--- src/rtl/vga_pkg.sv ---
// Shared VGA definitions: 640x480 timing defaults, checksum width, receiver state encoding.
// Usable by both the vga_sync source and the vga_frame_receiver sink.
package vga_pkg;

   localparam int H_ACTIVE_DEF = 640;
   localparam int V_ACTIVE_DEF = 480;
   localparam int H_TOTAL      = 800;
   localparam int V_TOTAL      = 525;
   localparam int SUM_W        = 16;

   typedef enum logic [1:0] {
      ST_SEARCH  = 2'd0,
      ST_MEASURE = 2'd1,
      ST_LOCKED  = 2'd2
   } rx_state_t;

   // Per-pixel checksum contribution, zero-extended to the checksum width.
   function automatic logic [SUM_W-1:0] pixel_hash(input logic [9:0] r,
                                                   input logic [9:0] g,
                                                   input logic [9:0] b);
      return {{(SUM_W-10){1'b0}}, r ^ g ^ b};
   endfunction

endpackage

--- src/rtl/vga_edge_det.sv ---
// Two-flop sampler with rise/fall pulses for a group of single-bit sync/blank signals.
// The pulses are aligned with the first-stage sample q.
module vga_edge_det #(
   parameter int W = 3
) (
   input  logic         clk,
   input  logic         rst,
   input  logic [W-1:0] din,
   output logic [W-1:0] q,
   output logic [W-1:0] rise,
   output logic [W-1:0] fall
);

   logic [W-1:0] d1, d2;

   always_ff @(posedge clk) begin
      if (rst) begin
         d1 <= '0;
         d2 <= '0;
      end else begin
         d1 <= din;
         d2 <= d1;
      end
   end

   assign q    = d1;
   assign rise = d1 & ~d2;
   assign fall = d2 & ~d1;

endmodule

--- src/rtl/vga_frame_receiver.sv ---
// VGA sink: recovers pixel coordinates, measures active geometry, declares lock
// and produces a per-frame checksum of the received pixels.
module vga_frame_receiver
   import vga_pkg::*;
#(
   parameter int H_ACTIVE    = H_ACTIVE_DEF,
   parameter int V_ACTIVE    = V_ACTIVE_DEF,
   parameter int LOCK_FRAMES = 2,
   parameter int CW          = 10
) (
   input  logic             iCLK,
   input  logic             iRST,
   input  logic             iVGA_H_SYNC,
   input  logic             iVGA_V_SYNC,
   input  logic             iVGA_BLANK,
   input  logic [9:0]       iRed,
   input  logic [9:0]       iGreen,
   input  logic [9:0]       iBlue,
   output logic [CW-1:0]    oPx,
   output logic [CW-1:0]    oPy,
   output logic             oPixel_valid,
   output logic [29:0]      oPixel,
   output logic             oFrame_start,
   output logic [SUM_W-1:0] oFrame_sum,
   output logic [CW-1:0]    oLine_len,
   output logic [CW-1:0]    oFrame_lines,
   output logic             oLocked,
   output logic [7:0]       oErr_count,
   output rx_state_t        oState
);

   localparam logic [CW-1:0] CNT_MAX = '1;
   localparam logic [CW-1:0] H_LEN   = CW'(H_ACTIVE);
   localparam logic [CW-1:0] V_LEN   = CW'(V_ACTIVE);

   // Bit order: 0 = HS, 1 = VS, 2 = BLANK.
   logic [2:0] sync_q, sync_rise, sync_fall;
   logic [4:0] unused_sync;

   vga_edge_det #(.W(3)) u_edge (
      .clk  (iCLK),
      .rst  (iRST),
      .din  ({iVGA_BLANK, iVGA_V_SYNC, iVGA_H_SYNC}),
      .q    (sync_q),
      .rise (sync_rise),
      .fall (sync_fall)
   );

   assign unused_sync = {sync_q[1:0], sync_rise};

   logic [29:0]      data_q;
   logic [CW-1:0]    x_cnt_q, y_cnt_q;
   logic [SUM_W-1:0] sum_q;
   logic             bad_q;
   logic [7:0]       good_cnt_q, good_cnt_d;
   rx_state_t        state_q, state_d;
   logic             err_inc;

   logic             hs_fall, vs_fall, blank_fall, active, tracking;
   logic             line_close, line_bad, y_sat, frame_bad, frame_good, pix_en, x_sat;
   logic [CW-1:0]    y_closed, x_base, y_base;
   logic [SUM_W-1:0] sum_base;
   logic             bad_base;

   assign hs_fall    = sync_fall[0];
   assign vs_fall    = sync_fall[1];
   assign blank_fall = sync_fall[2];
   assign active     = sync_q[2];
   assign tracking   = (state_q != ST_SEARCH);

   // A line closing in the VS-fall cycle still belongs to the ending frame,
   // and a pixel in that cycle is the first of the new frame.
   assign line_close = tracking && blank_fall;
   assign line_bad   = line_close && (x_cnt_q != H_LEN);
   assign y_sat      = line_close && (y_cnt_q == CNT_MAX);
   assign y_closed   = (line_close && !y_sat) ? y_cnt_q + 1'b1 : y_cnt_q;
   assign frame_bad  = bad_q || line_bad || y_sat;
   assign frame_good = !frame_bad && (y_closed == V_LEN);

   assign pix_en   = active && (tracking || vs_fall);
   assign x_base   = (hs_fall || blank_fall) ? '0 : x_cnt_q;
   assign y_base   = vs_fall ? '0 : y_closed;
   assign sum_base = vs_fall ? '0 : sum_q;
   assign bad_base = vs_fall ? 1'b0 : frame_bad;
   assign x_sat    = pix_en && (x_base == CNT_MAX);

   always_comb begin
      state_d    = state_q;
      good_cnt_d = good_cnt_q;
      err_inc    = 1'b0;
      case (state_q)
         ST_SEARCH: begin
            if (vs_fall) begin
               state_d    = ST_MEASURE;
               good_cnt_d = '0;
            end
         end
         ST_MEASURE: begin
            if (vs_fall) begin
               if (!frame_good) begin
                  good_cnt_d = '0;
               end else if (int'(good_cnt_q) + 1 >= LOCK_FRAMES) begin
                  state_d    = ST_LOCKED;
                  good_cnt_d = '0;
               end else begin
                  good_cnt_d = good_cnt_q + 8'd1;
               end
            end
         end
         ST_LOCKED: begin
            if (vs_fall && !frame_good) begin
               state_d    = ST_MEASURE;
               good_cnt_d = '0;
               err_inc    = 1'b1;
            end
         end
         default: state_d = ST_SEARCH;
      endcase
   end

   // oPixel_valid qualifies oPx/oPy/oPixel for exactly one cycle; there is no backpressure.
   always_ff @(posedge iCLK) begin
      if (iRST) begin
         state_q      <= ST_SEARCH;
         good_cnt_q   <= '0;
         data_q       <= '0;
         x_cnt_q      <= '0;
         y_cnt_q      <= '0;
         sum_q        <= '0;
         bad_q        <= 1'b0;
         oPx          <= '0;
         oPy          <= '0;
         oPixel_valid <= 1'b0;
         oPixel       <= '0;
         oFrame_start <= 1'b0;
         oFrame_sum   <= '0;
         oLine_len    <= '0;
         oFrame_lines <= '0;
         oLocked      <= 1'b0;
         oErr_count   <= '0;
      end else begin
         state_q      <= state_d;
         good_cnt_q   <= good_cnt_d;
         data_q       <= {iRed, iGreen, iBlue};
         x_cnt_q      <= (pix_en && !x_sat) ? x_base + 1'b1 : x_base;
         y_cnt_q      <= y_base;
         sum_q        <= pix_en ? sum_base + pixel_hash(data_q[29:20], data_q[19:10], data_q[9:0])
                                : sum_base;
         bad_q        <= bad_base || x_sat;
         oFrame_start <= vs_fall;
         oPixel_valid <= pix_en;
         oLocked      <= (state_d == ST_LOCKED);
         if (pix_en) begin
            oPx    <= x_base;
            oPy    <= y_base;
            oPixel <= data_q;
         end
         if (line_close)
            oLine_len <= x_cnt_q;
         if (tracking && vs_fall) begin
            oFrame_lines <= y_closed;
            oFrame_sum   <= sum_q;
         end
         if (err_inc && oErr_count != 8'hFF)
            oErr_count <= oErr_count + 8'd1;
      end
   end

   assign oState = state_q;

endmodule

--- config.mk ---
export PLATFORM = sky130hd
export DESIGN_NAME = vga_frame_receiver
export DESIGN_NICKNAME = d
export VERILOG_FILES = /design/src/rtl/vga_pkg.sv /design/src/rtl/vga_edge_det.sv /design/src/rtl/vga_frame_receiver.sv
export SDC_FILE = /design/constraint.sdc
export NUM_CORES = 1
export LEC_CHECK = 0
export CAP_MARGIN = 20
export CORE_MARGIN = 1.5
export CORE_UTILIZATION = 40
export DETAILED_ROUTE_END_ITERATION = 16
export PLACE_DENSITY_LB_ADDON = 0.08
export SLEW_MARGIN = 5
export SYNTH_ARGS = -nofsm -noshare
export SYNTH_HDL_FRONTEND = slang
export SYNTH_SLANG_ARGS = --single-unit
--- constraint.sdc ---
create_clock -name iCLK -period 2.82 [get_ports iCLK]
set_clock_uncertainty 0.05 [all_clocks]
set_input_delay 0.282 -clock iCLK [delete_from_list [all_inputs] [get_ports iCLK]]
set_output_delay 0.282 -clock iCLK [all_outputs]
set_load 0.005 [all_outputs]
# == Word level (Yosys, flattened, before mapping) ==
# Cells that the tools add are included.
# op_classes
n_lt_le_gt_ge,1
n_eq_ne,11
bitwise,4
reduce_logical,24
muxes,21
n_addsub,6
# op_table
cell,count
10-bit two-way mux,4
8-bit two-way mux,5
16-bit two-way mux,2
8-bit one-hot mux with 3 select lines,1
10-bit by 1-bit adder with 10-bit output (second input constant),2
10-bit equality test (second input constant),2
10-bit bitwise XOR,2
16-bit by 10-bit adder with 16-bit output,1
8-bit by 1-bit adder with 8-bit output (second input constant),2
1-bit logical AND,11
10-bit by 9-bit equality test with 1-bit output (second input constant),1
2-bit two-way mux,5
10-bit inequality test (second input constant),1
8-bit by 1-bit adder with 9-bit output (second input constant),1
9-bit by 2-bit >= comparator with 1-bit output (second input constant),1
8-bit inequality test (second input constant),1
2-bit inequality test (second input constant),3
2-bit one-hot mux with 3 select lines,1
1-bit logical OR,5
2-bit equality test (second input constant),2
1-bit logical NOT,4
4-bit AND reduction,1
3-bit AND,1
1-bit two-way mux,3
5 further kinds,5
# totals
register_bits,180
in_bits,35
elab_cells,86
out_inout_bits,99

# == Longest topological paths before layout ==
# depth
ltp_word,14
ltp_mapped,13

# == Hierarchy ==
# Synthesis repeated with hierarchy kept, for this count alone.
# unflattened
hier_cells,844
area_unflattened_um2,7364.6
# modules_own_cells
module,cells_per_inst,area_per_inst_um2,seq_area_each_um2,n_inst
vga_frame_receiver,826,7169.4,3483.3,1
vga_edge_det,18,195.2,120.1,1

# == Worst setup path before layout ==
# No wires, ideal clock.
# synth_timing
path_type,reg2reg
start,"register u_edge.d1[1], in the netlist u_edge.q[1]"
end,register sum_q[13]
path_stages_with_launch,13
path_buffers,2
t_arrival_ps,2913
slack_ps,-204
required_time_ps,2710
cell_sequence,dfxtp_1 nand2b_1 clkbuf_1 clkbuf_1 and2_1 ha_1 a21o_1 a21oi_1 o21ai_0 a2111oi_0 o21ai_1 a211o_1 nand2_1
# synth_between
elab_chain_len,5
# synth_rtl
item,line_no,rtl
"start, declared",vga_edge_det.sv:14,"logic [W-1:0] d1, d2;"
"start signal, assigned",vga_edge_det.sv:21,d1 <= din;
3-bit NOT (*),vga_edge_det.sv:28,assign fall = d2 & ~d1;
3-bit AND (*),vga_edge_det.sv:28,
16-bit two-way mux / 1-bit logical OR (equally long branches),"vga_frame_receiver.sv:83, vga_frame_receiver.sv:80",
16-bit by 10-bit adder with 16-bit output / 1-bit logical AND (equally long branches),"vga_frame_receiver.sv:147, vga_frame_receiver.sv:80",
16-bit two-way mux (*),vga_frame_receiver.sv:147,"sum_q <= pix_en ? sum_base + pixel_hash(data_q[29:20], data_q[19:10], data_q[9:0])"
"end signal, assigned",vga_frame_receiver.sv:147,
"end, declared",vga_frame_receiver.sv:53,logic [SUM_W-1:0] sum_q;
# Mark *: on every way between the ends. The rest lies on a longest branch, timed or not.
# A chain may end at the register's enable or synchronous reset.

# == Final worst setup path ==
# layout_timing
start,register y_cnt_q[1]
end,register oErr_count[7]
# layout_between
elab_chain_len,12
# layout_rtl
item,line_no,rtl
"start, declared",vga_frame_receiver.sv:52,"logic [CW-1:0] x_cnt_q, y_cnt_q;"
"start signal, assigned",vga_frame_receiver.sv:146,y_cnt_q <= y_base;
branches (longest 6 deep; another with 10-bit by 1-bit adder with 10-bit output),n/a,
1-bit logical AND (*),vga_frame_receiver.sv:78,assign frame_good = !frame_bad && (y_closed == V_LEN);
1-bit logical NOT (*),vga_frame_receiver.sv:111,if (vs_fall && !frame_good) begin
1-bit logical AND (*),vga_frame_receiver.sv:111,
1-bit two-way mux (*),vga_frame_receiver.sv:111,
1-bit two-way mux (*),vga_frame_receiver.sv:91,case (state_q)
1-bit logical AND (*),vga_frame_receiver.sv:164,if (err_inc && oErr_count != 8'hFF)
"end signal, assigned",vga_frame_receiver.sv:165,oErr_count <= oErr_count + 8'd1;
"end, declared",vga_frame_receiver.sv:28,"output logic [7:0] oErr_count,"
# Mark *: on every way between the ends.

==> results.md <==
- Crit Path Category: reg2reg
- First-pass iteration count of the detailed router: 5
- Cts bufs inserted: 17
- PortBufs: 133
- Die area: just under 0.02 mm²
- Hold path cells: 2
- CP arrival: between 2000 and 3000 ps
- Clock Tree Root: clkbuf_16
- Chip width: about 140 µm
- Worst Setup Slack, final: roughly 160 ps
- Fillers: roughly 1800
- Most frequent cell after synthesis: dfxtp_1
- Synthesized Nets: 918
- Hold Crit Class: in2reg
- Worst setup path startpoint: y_cnt_q[1]$_SDFF_PP0_
- Hold Fails Final Rpt: 0
- Slew @ Worst Pin: 601 ps
- Fmax: ~0.38 GHz
- Vias in the first global route: just under 6000
- RSZ-0062 raised after global routing: false
- Detail Placement HPWL: between 10 and 15 mm
- WL per Instance: around 15 µm
- Sink Count: 180
- Synthesis-to-layout area growth: 33.4%
- Cell Rows: slightly below 50
- Final antenna-violating net count: 0
- WP data required: 3080 ps
- Vias per inst: roughly 5.0
- Top post-synthesis cells by area: dfxtp_1 49%, nand2_1 8.4%, a21oi_1 6.9%
- H-tree levels: 4
- Reg2reg start: y_cnt_q[1]$_SDFF_PP0_
- DRT Wirelength: around 18 mm
- Fin crit share: between 90% and 100%
- Hold-fix buffers at CTS: 0
- Post-synth EDFFs: 0
- N_diodes: 0
- Syn_area_per_cell: about 8.5 µm²
- Distinct cell type count after synthesis: between 60 and 70
- Reg clk slew, reported paths: ~70 ps
- Max-cap violations: 0
- Max Root-Sink Buffers: 2
- Primary FF master, synth: dfxtp_1
- Hold path startpoint: iRST
- First-pass GRT wire length: around 30 mm
- Total gr overflow: 0
- Yosys top cell area share: about half
- Die height: approximately 140 µm
- Initial drt markers: 314
- # setup viols final: 0
- # nets final: around 1100
- Crit. End Element: flop
- Lkg Pwr: ~3.5 nW
- Cell accounting for the most synthesized area: dfxtp_1
- Largest net degree at the start of global routing: 55
- I/O pin total: about 130
- Worst-Skew Late Latency: roughly 420 ps
- Share of cells above drive strength 1: a little under a tenth
- Ys Warns: 0
- Peak VDD IR: roughly 0.00043 V
- Pwr dens: about 570 mW/mm²
- Vias: 6256
- Mapped Cells: approximately 870
- All-Layer GR Usage: 19.1%
- Synth cell count leaders: 180 x dfxtp_1, 164 x nand2_1, 101 x a21oi_1, 89 x nor2_1, 42 x nor2b_1
- Setup WS pre-CTS: just over 90 ps
- Starting density of the core: about 40%
- Ys async rst share: 0%
- Slew HR: a little under 60%
- Fin util: between 50% and 60%
- CTS tree: yes
- Min cycle time layout: about 2700 ps
- Setup TNS: 0 ps
- RePlAce Congestion: 0.912
- Startpoint Class: flop
- Initial antenna violation count: 0
- Core area: 0.0180 mm²
- Synthesized flop and latch total: 180
- Slew Viols, Final: 0
- Sequential area share after synthesis: 49.0%
- DR DRC count: 0
- Status: finished clean
- Worst r2r path cells: 9
- Netlist area before placement: 0.00736 mm²
- Worst Path Max Fanout: 15
layer usage:
layer	GRT usage [%]	share of wire (%)	wire length (µm)	vias to the layer above
met5	0	0	0	-
met4	4.88	0.77	141	0
met3	5.46	5.9	1080	11
met2	31.3	48	8760	156
met1	24.8	46	8390	2880
li1	-	-	-	3209
cells by family (layout without fill, tap and decap cells):
| kind of cell | after synthesis | after routing | synth area share, % |
|---|---|---|---|
| mux | 10 | 10 | 1.60 |
| simple gates | 393 | 393 | 25.0 |
| compound gates | 166 | 166 | 13.4 |
| xor+xnor | 41 | 41 | 4.88 |
| flops | 180 | 180 | 49.0 |
| fa+ha+maj | 16 | 16 | 2.82 |
| buf+inv | 61 | 216 | 3.27 |
area by class of cell:
type / count / area [µm²] / share of cell area, %
Inverter: 16 / 60.1 / 0.612
Tap cell: 229 / 287 / 2.92
Multi-Input combinational cell: 626 / 3610 / 36.8
Timing Repair Buffer: 168 / 1600 / 16.3
Clock inverter: 13 / 194 / 1.98
Clock buffer: 19 / 453 / 4.62
Sequential cell: 180 / 3600 / 36.7
repair_timing:
action / CTS / global route
resized for setup: 0 / 13
buffers inserted: 0 / 1
endpoints found under the setup margin: 0 / 8
critical path: stages (launching register included):
cell and delay [ps]:
dfxtp_1 410, ha_2 250, nand2_1 90, or4_4 450, mux2i_4 220, o2111ai_2 180
nor4_4 350, buf_12 180, nor3b_1 60, mux2_1 310
layout by cell type, fill, tap and decap left out, types with 9 or more instances in the layout:
cell type and instances:
nand3_1 17, buf_4 35, clkbuf_16 17, nor2_1 89, and2_1 22, nand4_1 9
o21ai_0 13, ha_1 13, nand2_1 164, xnor2_1 30, clkdlybuf4s50_1 132, xor2_1 9
inv_1 16, dfxtp_1 180, a21oi_1 100, nor3_1 12, nor2b_1 42, a211oi_1 9
power breakdown:
part	total [mW]	internal, mW	switching, mW
clock network	2.58	1.55	1.03
registers	2.61	2.58	0.0270
logic	0.356	0.165	0.190
per-stage QoR:
stage	cells	instance area, µm²	power [mW]	hold slack, ps
2_1_floorplan	867	7360	2.87	360
3_3_place_gp	1218	9090	3.01	392
3_5_place_dp	1218	9090	3.01	396
4_1_cts	1250	9730	5.59	170
5_1_grt	1251	9810	5.75	207
6_report	1251	9810	5.54	183
sequential cells by signal (all words and copies together), names as in the netlist:
name          flops
oErr_count        8
x_cnt_q          10
oLocked           1
oLine_len        10
u_edge.q          3
bad_q             1
oState            2
data_q           30
oFrame_start      1
sum_q            16
u_edge.d2         3
oPy              10
oFrame_lines     10
oPixel           30
good_cnt_q        8
oPx              10
oPixel_valid      1
y_cnt_q          10
oFrame_sum       16
path summary, 6_finish.rpt:
path	end	slack (ps)
min reg2reg	oFrame_sum[5]$_SDFFE_PP0P_	400
min	oPy[9]$_SDFFE_PP0P_	180
max reg2reg	oErr_count[7]$_SDFFE_PP0P_	160
max	oErr_count[7]$_SDFFE_PP0P_	160
(Power assumes the default switching activity.)
==> variant: new RTL, config.mk and constraints unchanged <==
`CW`: 10 -> 5.
--- a/src/rtl/vga_frame_receiver.sv
+++ b/src/rtl/vga_frame_receiver.sv
@@ -8,3 +8,3 @@
    parameter int LOCK_FRAMES = 2,
-   parameter int CW          = 10
+   parameter int CW          = 5
 ) (
Interface: changed (resized oFrame_lines, oLine_len, oPx and oPy); port bits go from 134 to 114. No check against the original RTL was run, so the function may have changed too.
==> variant against the unedited design <==
Total power decreased by 15%; critical path type unchanged; synthesized cell count decreased by 20%; wire length decreased by 20%; cell area decreased by 18%; non-clock buffer count decreased by 35; clock power decreased by 16%; critical endpoint is now oErr_count[3]$_SDFFE_PP0P_; sequential cell count decreased by 30; setup slack improved by 49 ps; hold slack improved by 170 ps; sequential power decreased by 16%; core utilization increased by 0.36 points; area after synthesis decreased by 17%; combinational power decreased by 4%.
==> variant: results (changes against the unedited design) <==
All-Layer GR Usage 0.191 (-0.000206); WHS Endpoint sum_q[10]$_SDFF_PP0_; fraction of area in registers 0.373 (+0.00554); PD cells 585 mW/mm2 (+3.5%); DR WL met2 6.54 mm (-25%); pin count of the biggest net entering global routing 71 (+29%); Post-Syn Nets 743 (-19%); gp weighted congestion 0.857 (-6.0%); Yosys cell types 62 (-1.6%); maximum VDD drop 0.513 mV (+20%); Total Nets Final 861 (-19%); sequential fraction of the synthesis area 0.494 (+0.00405); Logic inverters 6 (-10); sequential power share 0.464 (-0.006); Non-clock buffer share 0.160 (-0.00318); final-layout clock-cell area share 0.0713 (+0.00537); Critical-path top delay cell or4_1; Combinational Power 0.000343 W (-4%); # diodes 0 (unchanged); largest stage delay on the critical path 490 ps (+40 ps); metal1 wirelength 7.15 mm (-15%); Pleak 2.91 nW (-16%); met1 usage 0.250 (+0.00177); worst reg2reg endpoint oErr_count[3]$_SDFFE_PP0P_; Min-Delay Path Class in -> reg; Max-slew headroom 0.527 (-0.0687); sw power 0.00115 W (-7.7%); DRT Pass-1 Iters 6 (+1); Filler cells 1353 (-23%); dpl ws 106 ps (+14.6 ps); Reg2Reg Depth 10 (+1); first-pass GRT wire length 24.1 mm (-19%); Non-CTS buffers 133 (-21%); Area contributors post-synth dfxtp_1, nand2_1, a21oi_1, xnor2_1, nor2b_1; met2 usage 0.295 (-0.0180); Seq Cell Count 150 (-17%); via count 5001 (-20%); vias in the first global route 4848 (-18%); multi-input combinational area share 0.364 (-0.00379); reg2reg setup slack 210 ps (+50 ps); period utilization 0.925 (-0.0174); DP HPWL 10.6 mm (-17%); share of cells above drive strength 1 0.0840 (-0.00891); crit-path max FO 9 (-6); beginning of the worst hold path iRST; outcome complete, no violations; initial drt markers 159 (-49%); multi-input combinational gate total 500 (-20%); clkbuf count 17 (-2); synth cell count leaders dfxtp_1, nand2_1, a21oi_1; GR Util met3 0.0663 (+0.0117); DR WL met3 899 um (-17%); Worst EP arrival 2900 ps (about the same)
==> variant: per-stage QoR <==
stage          hold WS [ps]  std cells   util  instance area [um2]
6_report                350       1005  0.548                 8050
5_1_grt                 343       1005  0.548                 8050
4_1_cts                 333       1003  0.547                 8040
3_5_place_dp            389        971  0.508                 7460
3_3_place_gp            376        971  0.508                 7460
2_1_floorplan           312        690      -                 6080
==> variant: cell families after synthesis <==
logic type | count (synthesis) | share of synthesized area
AND/OR/NAND/NOR | 299 | 0.235
adder cells (fa/ha/maj) | 18 | 0.0383
flip-flops | 150 | 0.494
XOR/XNOR | 41 | 0.0591
buffers and inverters | 40 | 0.0280
AO/OA/AOI/OAI | 133 | 0.130
multiplexers | 9 | 0.0158
==> variant: what timing repair did <==
item	in CTS	in global routing
setup buffers	0	2
endpoints found under the setup margin	0	10
resized for setup	0	1
hold buffers	0	0
hold endpoints to repair	0	0
